### config.mk
export PLATFORM = sky130hd
export DESIGN_NAME = recv_cheat
export DESIGN_NICKNAME = d
export VERILOG_FILES = /design/src/rtl/recv_cheat.sv
export SDC_FILE = /design/constraint.sdc
export NUM_CORES = 1
export LEC_CHECK = 0
export ABC_AREA = 1
export CAP_MARGIN = 20
export CORE_MARGIN = 10
export CORE_UTILIZATION = 58
export CTS_CLUSTER_SIZE = 28
export DETAILED_ROUTE_END_ITERATION = 10
export PLACE_DENSITY = 0.89
export SLEW_MARGIN = 30
export SYNTH_ARGS = -nofsm -noshare
export SYNTH_HDL_FRONTEND = slang
export SYNTH_SLANG_ARGS = --single-unit
### constraint.sdc
create_clock -name clk -period 2.2 [get_ports clk]
set_clock_uncertainty 0.2 [all_clocks]
set_input_delay 0.44 -clock clk [delete_from_list [all_inputs] [get_ports clk]]
set_output_delay 0.44 -clock clk [all_outputs]
set_load 0.01 [all_outputs]
### src/rtl/recv_cheat.sv
// recv_cheat: decodes peer cheat requests and holds cheat_activate open for HOLD_CYCLES.
// Define RECV_CHEAT_ACK_EN to add the ACK_WAIT state and the one-shot ack return path.
module recv_cheat #(
    parameter logic       PLAYER        = 1'b0,
    parameter logic [3:0] MSG_CHEAT     = 4'd10,
    parameter logic [3:0] MSG_CHEAT_ACK = 4'd11,
    parameter logic [3:0] STATE_INIT    = 4'd0,
    parameter logic [3:0] STATE_FINISH  = 4'd15,
    parameter int         HOLD_CYCLES   = 100_000_000
) (
    input  logic       clk,
    input  logic       rst,
    input  logic       interboard_rst,
    input  logic [3:0] cur_game_state,
    input  logic       interboard_en,
    input  logic [3:0] interboard_msg_type,
    input  logic       inter_ready,
    output logic       cheat_activate,
    output logic       ack_ctrl_en,
    output logic [3:0] ack_ctrl_msg_type,
    output logic       ack_src_player
);
    localparam int TW = $clog2(HOLD_CYCLES);
    localparam logic [TW-1:0] RELOAD = TW'(HOLD_CYCLES - 1);
`ifdef RECV_CHEAT_ACK_EN
    localparam bit ACK_EN = 1'b1;
`else
    localparam bit ACK_EN = 1'b0;
`endif

    typedef enum logic [1:0] {IDLE, ACTIVE, ACK_WAIT} state_t;

    state_t          r_state;
    logic [TW-1:0]   r_timer;
    logic            w_bad_state;
    logic            w_valid;
    logic            w_ack;
    logic [TW-1:0]   w_dec;
    state_t          w_open;

    assign w_bad_state = (cur_game_state == STATE_INIT) || (cur_game_state == STATE_FINISH);
    assign w_valid     = interboard_en && (interboard_msg_type == MSG_CHEAT) && !w_bad_state;
    // ack is a handshake with inter_ready, so it is qualified in the same cycle
    assign w_ack       = ACK_EN && (r_state == ACK_WAIT) && inter_ready && !w_bad_state && !interboard_rst;
    assign w_dec       = (r_timer == '0) ? '0 : r_timer - 1'b1;
    assign w_open      = ACK_EN ? ACK_WAIT : ACTIVE;

    always_ff @(posedge clk or negedge rst) begin
        if (!rst) begin
            r_state <= IDLE;
            r_timer <= '0;
        end else if (interboard_rst || (r_state != IDLE && w_bad_state)) begin
            r_state <= IDLE;
            r_timer <= '0;
        end else if (w_valid) begin
            r_timer <= RELOAD;
            r_state <= (r_state == IDLE) ? w_open : (w_ack ? ACTIVE : r_state);
        end else if (r_state == ACK_WAIT) begin
            r_timer <= w_dec;
            r_state <= w_ack ? ACTIVE : ACK_WAIT;
        end else if (r_state == ACTIVE) begin
            r_timer <= w_dec;
            r_state <= (r_timer == '0) ? IDLE : ACTIVE;
        end
    end

    assign cheat_activate    = (r_state != IDLE);
    assign ack_ctrl_en       = w_ack;
    assign ack_ctrl_msg_type = w_ack ? MSG_CHEAT_ACK : 4'd0;
    assign ack_src_player    = w_ack & PLAYER;
endmodule
Yosys cells after proc, flatten, opt, wreduce, memory -nomap -nowiden
Index checks and enable logic that the tools add are counted.
{"block": "op_classes", "n_reduce_logical": 12, "eq_ne": 5, "n_mux": 11, "add_sub_neg": 1}
{"op": "$mux W27", "n": 5}
{"op": "$logic_not A27 Y1", "n": 1}
{"op": "$sub A27 B1 Y27 const B", "n": 1}
{"op": "$mux W2", "n": 5}
{"op": "$eq A4 B4 Y1 const B", "n": 2}
{"op": "$logic_not A4 Y1", "n": 1}
{"op": "$reduce_bool A4 Y1", "n": 1}
{"op": "$logic_and A1 B1 Y1", "n": 3}
{"op": "$ne A3 B1 Y1 const B", "n": 1}
{"op": "$eq A2 B1 Y1 const B", "n": 1}
{"op": "$eq A2 B2 Y1 const B", "n": 1}
{"op": "$logic_not A2 Y1", "n": 1}
{"op": "$logic_or A1 B1 Y1", "n": 2}
{"op": "$reduce_and A2 Y1", "n": 1}
{"op": "$reduce_bool A2 Y1", "n": 1}
{"op": "$logic_not A1 Y1", "n": 1}
{"op": "$mux W1", "n": 1}
{"block": "totals", "reg_bits": 29, "in_bits": 13}

Logic depth before layout (Yosys ltp)
Gate-level depths: netlist (run 1).
{"block": "depth", "word_depth": 6, "depth_mapped": 12, "ltp_nobuf": 12}

Worst setup path before layout (run 1)
No wires, ideal clock.
{"block": "synth_path", "path_kind": "register to register", "from": "register r_state[0]", "to": "register r_timer[16]", "n_path_buf": 1, "t_required_ns": 1.879, "path_slack_ns": 0.467, "arrival_time_ns": 1.412, "stages_incl_launch_ff": 13, "path_cell_list": "dfrtp_1 > inv_1 > ha_1 > inv_1 > nand3_1 > nand2_2 > inv_4 > nand3_4 > nand2_4 > inv_2 > buf_6 > nand2_1 > o21ai_1"}
{"block": "synth_between", "elab_chain_len": 4}
{"item": "start: declaration", "line": "33", "rtl": "state_t r_state;"}
{"item": "start signal: assignment", "line": "57", "rtl": "r_state <= (r_state == IDLE) ? w_open : (w_ack ? ACTIVE : r_state);"}
{"item": "start signal: assignment", "line": "60", "rtl": "r_state <= w_ack ? ACTIVE : ACK_WAIT;"}
{"item": "start signal: assignment", "line": "63", "rtl": "r_state <= (r_timer == '0) ? IDLE : ACTIVE;"}
{"item": "$reduce_bool A2 Y1 *"}
{"item": "named net cheat_activate", "line": "18", "rtl": "output logic cheat_activate,"}
{"item": "$logic_and A1 B1 Y1 *", "line": "52", "rtl": "end else if (interboard_rst || (r_state != IDLE && w_bad_state)) begin"}
{"item": "$logic_or A1 B1 Y1 *", "line": "52"}
{"item": "$reduce_bool A4 Y1 (no line) or $mux W27 (tied branches)"}
{"item": "end signal: assignment", "line": "59", "rtl": "r_timer <= w_dec;"}
{"item": "end signal: assignment", "line": "62", "rtl": "r_timer <= w_dec;"}
{"item": "end: declaration", "line": "34", "rtl": "logic [TW-1:0] r_timer;"}
Mark *: on every way through the listed nets, which the timed path passes. The rest lies on a longest branch.
A chain may end at the register's enable or synchronous reset.

Worst setup path after layout (run 1)
{"block": "layout_path", "from": "input cur_game_state[3]", "to": "register r_state[0]"}
{"block": "layout_between", "elab_chain_len": 6}
{"item": "start: declaration", "line": "14", "rtl": "input logic [3:0] cur_game_state,"}
{"item": "$eq A4 B4 Y1 or $logic_not A4 Y1 (tied branches)", "line": "41", "rtl": "assign w_bad_state = (cur_game_state == STATE_INIT) || (cur_game_state == STATE_FINISH);"}
{"item": "$logic_or A1 B1 Y1 *", "line": "41"}
{"item": "$logic_not A1 Y1 or $logic_and A1 B1 Y1 (tied branches)", "line": "42, 52"}
{"item": "$logic_and A1 B1 Y1 or $logic_or A1 B1 Y1 (tied branches)", "line": "42, 52"}
{"item": "$ne A3 B1 Y1 (no line) (tied with other cells)"}
{"item": "$reduce_and A2 Y1 (no line) or $mux W2 (tied branches)"}
Mark *: on every way between the ends. The rest lies on a longest branch, timed or not.

==> metrics.txt, run 1 <==
Tcrit/Tclk final=0.893; design area=roughly 2700 um2; die height=between 80 and 90 um; Placer Congestion=0.943; syn_area_per_cell=about 6.7 um2; Critical Path Start Type=input pin; die width=~84 um; routed vias=2352; outcome=complete, no violations; Arrival @ worst endpoint=roughly 1.9 ns; worst flop-to-flop path endpoint=r_timer[14]; clk buf depth=2; synthesis-to-finish area growth=11.8%; worst r2r src=r_timer[0]; Via density=~5.5; PnR Total Power=around 4.6 mW; Pleak=roughly 1.4 nW; r2r setup slk=around 0.25 ns; Synth Warn #=0; Num Clock Sinks=29; CTS Root Cell=clkbuf_8; area post-placement=2580 um2; DR DRC count=0; initial DRC count=between 200 and 250; Reg area=roughly 730 um2; vias in the first global route=about 2300; IO buf count=12; final hold violation count=0; CTS H-Tree Depth=2; ANT nets after route=0; HP Start=r_state[1]; Max Freq=approximately 500 MHz; I/O pin cnt=20; flops & latches, synth=29; Hold Path Sink=r_state[1]; Syn Inst Count=approximately 360; total CTS buffers=5; Setup Viol. Count Final=0; Max-Cap Viols=0; Final HPWL DP=4450 um; buffer count from post-CTS setup fixing=0; Fillers=about 350; Hold Path Class=flip-flop to flip-flop; CP endpoint kind=flip-flop; Avg WL per Cell=14.1 um; Slew Limit Fails=0; unrepaired setup endpoints after global routing=no; Hold Path Depth=2; Pre-antenna DRT Iters=5; R2R depth=11; Post-Route Setup TNS=0 ns; Setup CP Type=input pin to flip-flop; gr ovfl total=0; post-synthesis sequential area ratio=0.304; Initial Utilization=0.597; # resized after CTS=0; Area contributors post-synth=dfrtp_1, nand2_1, nor2_1, nand3_1, inv_1; Setup WS pre-CTS=-0.0764 ns; die footprint=around 7000 um2; CTS Hold Bufs=0; area of the multi-input gates=1450 um2; diode count=0; Worst Path Required=between 2 and 2.5 ns; CTS tree=yes; Power Dens Cells=between 1500 and 2000 nW/um2; core area=4000 um2; initial antenna violation count=0; Worst-path clk slew=around 0.06 ns; # nets final=395; share of the synthesized area in the top cell type=0.304; global-route wire length before repair=between 10000 and 15000 um; Tmin final=just under 2 ns; worst setup margin=around 0.23 ns; peak supply drop=between 0.0007 and 0.0008 V; WL final=6050 um; Synth Cell Area=about 2400 um2; Synth area leader=dfrtp_1; largest net degree at the start of global routing=30; share of cells above drive strength 1=0.156; synth unique cells=32; Rows=23; Worst-Skew Late Latency=approximately 0.28 ns; hold slack=around 0.32 ns; CP max FO=7; total track usage=0.173
## cell usage after synthesis
| master | number |
|---|---|
| nand3_2 | 5 |
| inv_1 | 32 |
| o22ai_1 | 4 |
| a21oi_1 | 5 |
| nor2_4 | 9 |
| nor2_1 | 42 |
| conb_1 | 1 |
| and2_1 | 1 |
| o21ai_2 | 2 |
| o21ai_1 | 9 |
| nor2_8 | 1 |
| nand3_1 | 27 |
| o21bai_1 | 2 |
| nand2_4 | 2 |
| nand4_1 | 6 |
| ha_1 | 4 |
| nand2_1 | 120 |
| nor2_2 | 7 |
| nor3_1 | 6 |
| buf_2 | 3 |
| xor2_1 | 7 |
| buf_4 | 7 |
| o21ai_0 | 4 |
| nand2_2 | 4 |
| inv_4 | 1 |
| buf_6 | 2 |
| inv_2 | 5 |
| dfrtp_1 | 29 |
| nand3_4 | 2 |
| a21oi_2 | 4 |
| a21boi_0 | 1 |
| nand3b_1 | 1 |
## layout by cell type (no fill, tap or decap), types with 6 or more instances in the layout
master	count
nor2_1	42
nand4_1	6
clkdlybuf4s50_1	11
conb_1	6
xor2_1	7
dfrtp_1	29
clkbuf_8	6
buf_4	11
nand2_1	120
inv_1	32
o21ai_1	9
nor2_2	7
nor3_1	6
nand3_1	27
nor2_4	9
## flip-flops by register name (all words and copies together) (netlist names)
name	flops
r_timer	27
r_state	2
## logic make-up after synthesis
| kind of cell | share of synthesized area |
|---|---|
| compound gates | 0.0796 |
| simple gates | 0.470 |
| flops | 0.304 |
| xor+xnor | 0.0257 |
| other cells | 0.00157 |
| buf+inv | 0.0985 |
| fa+ha+maj | 0.0210 |
## critical path: stages
cell and delay [ns]:
clkdlybuf4s50_1 0.44, nand2_1 0.09, o21ai_2 0.06, nand2_1 0.08, nand3_2 0.14, inv_2 0.19, nand2_1 0.08, o21ai_1 0.23
o21ai_0 0.16
## metrics by stage
step,std cells,utilization
after global routing,428,0.668
after global placement,421,0.646
after CTS,428,0.667
after detailed placement,421,0.646
after floorplan,360,-
final,428,0.668
## area by class of cell
cell class	count	area share
Sequential cell	29	0.272
Inverter	38	0.0543
Timing Repair Buffer	23	0.0768
Tap cell	50	0.0234
Clock buffer	7	0.0323
Multi-Input combinational cell	281	0.541
## power breakdown
group          leakage, nW  total, mW  internal, mW  switching [mW]
registers            0.392      0.999         0.728           0.271
logic                 1.00       3.15          1.08            2.07
clock network       0.0443      0.446         0.248           0.198
total                 1.44       4.60          2.06            2.54
## worst max path at each step
stage,start,endpoint,slack (ns),depth (start not counted)
6_report,cur_game_state[3],r_state[0],0.23,9
5_1_grt,r_timer[0],r_timer[18],0.09,11
4_1_cts,r_state[0],cheat_activate,0.009,4
3_5_place_dp,cur_game_state[3],r_state[0],-0.08,9
3_3_place_gp,cur_game_state[0],r_timer[8],0.01,9
2_1_floorplan,r_state[0],r_timer[16],0.47,12
## routing by layer
layer / routed length [um] / vias up / share of wire / track usage
met2: 3020 / 103 / 0.50 / 0.307
met5: 0 / - / 0 / 0
li1: - / 1157 / - / -
met3: 520 / 11 / 0.086 / 0.0386
met1: 2390 / 1081 / 0.40 / 0.195
met4: 116 / 0 / 0.019 / 0.0670
(Power assumes the default switching activity.)
==> run 2: changes to the inputs <==
--- a/config.mk
+++ b/config.mk
@@ -6,8 +6,8 @@
 export NUM_CORES = 1
 export LEC_CHECK = 0
 export ABC_AREA = 1
-export CAP_MARGIN = 20
-export CORE_MARGIN = 10
+export CAP_MARGIN = 30
+export CORE_MARGIN = 1.5
 export CORE_UTILIZATION = 58
 export CTS_CLUSTER_SIZE = 28
 export DETAILED_ROUTE_END_ITERATION = 10
==> run 2 against run 1 <==
Effect of this change: non-clock buffer count unchanged; final area increased by 1.0%; largest cell class unchanged; die area decreased by 36%; largest power group unchanged; hold slack improved by 0.0036 ns; critical path depth increased by 2; routed wire length decreased by 5.6%.
==> metrics.txt, run 2 (same netlist as run 1, synthesis figures left out) <==
CP endpoint kind=flip-flop; R2R depth=11 (unchanged); max reg flops=27 (unchanged); Tcrit/Tclk final=0.909 (+0.0154); gr ovfl total=0 (unchanged); Slew Limit Fails=0 (unchanged); Worst-Skew Late Latency=0.29 ns (about the same); largest net degree at the start of global routing=30 (unchanged); CTS Root Cell=clkbuf_8; Pre-antenna DRT Iters=4 (-1); Pleak=1.45 nW (+0.95%); Top reg by flops=r_timer; total CTS buffers=5 (unchanged); initial antenna violation count=0 (unchanged); Arrival @ worst endpoint=1.98 ns (+0.06 ns); CTS H-Tree Depth=2 (unchanged); Tmin final=2.00 ns (+0.0338 ns); CTS Hold Bufs=0 (unchanged); hold slack=0.327 ns (+0.00362 ns); share of cells above drive strength 1=0.161 (+0.00487); Worst Path Required=2.18 ns (+0.03 ns); Worst-path clk slew=0.07 ns (about the same); total track usage=0.278 (+0.105); global-route wire length before repair=9410 um (-9.1%); outcome=complete, no violations; most common cell after layout, fill and taps aside=nand2_1; Initial Utilization=0.601 (+0.00433); Power Dens Cells=1730 nW/um2 (+0.27%); worst flop-to-flop path endpoint=r_timer[22]; initial DRC count=271 (+28%); Most common cell on crit path=nand2_1; core area=3970 um2 (-0.72%); Hold Path Class=flip-flop to flip-flop; biggest registers after layout=r_timer: 27 flops, r_state: 2 flops; Setup WS pre-CTS=-0.0791 ns (-0.00273 ns); Via density=5.42 (-1.4%); worst r2r src=r_timer[0]; synthesis-to-finish area growth=13.0%; CP top delay family=simple AND/OR/NAND/NOR gates; unrepaired setup endpoints after global routing=no; DR DRC count=0 (unchanged); CP max stage delay=0.39 ns (-0.05 ns); # nets final=395 (unchanged); Avg WL per Cell=13.3 um (-5.9%); IO buf count=12 (unchanged); critical path cell sequence=inv_1, ha_1, nand2_2, nor2_2, nand2_1, inv_2, nand3_1, nand3_2, nand2_1, nand2_1, nand2_1; final hold violation count=0 (unchanged); WP depth=11 (+2); CP endpoint=r_timer[22]; Rows=23 (unchanged); most frequent cells in the layout=nand2_1, nor2_1, inv_1; die height=67.2 um (-20%); WL final=5710 um (-5.6%); peak supply drop=0.000844 V (+9.3%); I/O pin cnt=20 (unchanged); Max Freq=500 MHz (-1.7%); Placer Congestion=0.886 (-6.0%); vias in the first global route=2057 (-11%); routed vias=2324 (-1.2%); Final HPWL DP=4090 um (-8.1%); CP max FO=5 (-2); ANT nets after route=0 (unchanged); die width=67.2 um (-20%); Critical Path Start Type=flip-flop; Num Clock Sinks=29 (unchanged); CTS tree=yes; worst setup margin=0.201 ns (-0.0338 ns); diode count=0 (unchanged); clk buf depth=2 (unchanged); Slowest-stage cell, CP=dfrtp_1; Setup CP Type=flip-flop to flip-flop; Crit. Startpoint=r_timer[0]; Setup Viol. Count Final=0 (unchanged); r2r setup slk=0.20 ns (-0.05 ns); die footprint=4510 um2 (-36%); Max-Cap Viols=0 (unchanged); CP bufs+invs=2 (unchanged)
-- run 2: how the worst min path moves through the flow --
stage / startpoint / to / slack [ns] / depth (start not counted)
after floorplan: rst / r_state[0] / -0.06 / 0
after global placement: r_state[0] / r_state[0] / 0.27 / 2
after detailed placement: r_state[0] / r_state[0] / 0.30 / 2
after CTS: r_state[0] / r_state[0] / 0.32 / 2
after global routing: r_state[0] / r_state[0] / 0.34 / 2
final: r_state[0] / r_state[0] / 0.33 / 2
-- run 2: layout make-up --
type / count / area [um2]
Clock inverter: 1 / 5.00
Fill cell: 317 / 1270
Clock buffer: 7 / 96.3
Timing Repair Buffer: 23 / 218
Multi-Input combinational cell: 281 / 1450
Sequential cell: 29 / 726
Inverter: 38 / 145
Tap cell: 50 / 62.6
-- run 2: repair_timing --
item | in CTS | in global routing
setup endpoints to repair | 0 | 1
setup buffers | 0 | 0
resized for setup | 0 | 1
-- run 2: routing by layer --
layer | routed length, um | GRT usage | up-vias
li1 | - | - | 1155
met1 | 2360 | 0.358 | 1047
met2 | 2790 | 0.465 | 117
met3 | 512 | 0.0600 | 5
met4 | 48 | 0.0867 | 0
met5 | 0 | 0 | -
-- run 2: worst register-to-register path, cell delays in order, from the launching register on --
cell,delay (ns)
dfrtp_1,0.39
inv_1,0.14
ha_1,0.27
nand2_2,0.15
nor2_2,0.16
nand2_1,0.15
inv_2,0.12
nand3_1,0.09
nand3_2,0.08
nand2_1,0.06
nand2_1,0.05
nand2_1,0.04
-- run 2: per-stage QoR --
stage / power (mW) / utilization / area (um2) / TNS, ns / cells
floorplan: 3.45 / - / 2410 / 0 / 360
global placement: 3.96 / 0.653 / 2590 / 0 / 421
detailed placement: 4.06 / 0.653 / 2590 / -0.178 / 421
CTS: 4.61 / 0.679 / 2700 / 0 / 429
global route: 5.11 / 0.680 / 2700 / 0 / 429
finish: 4.66 / 0.680 / 2700 / 0 / 429
-- run 2: power breakdown --
| group | switching [mW] | internal [mW] | total (mW) |
|---|---|---|---|
| Combinational | 2.07 | 1.09 | 3.16 |
| Sequential | 0.267 | 0.728 | 0.995 |
| Clock | 0.216 | 0.282 | 0.498 |
| Total | 2.55 | 2.10 | 4.66 |
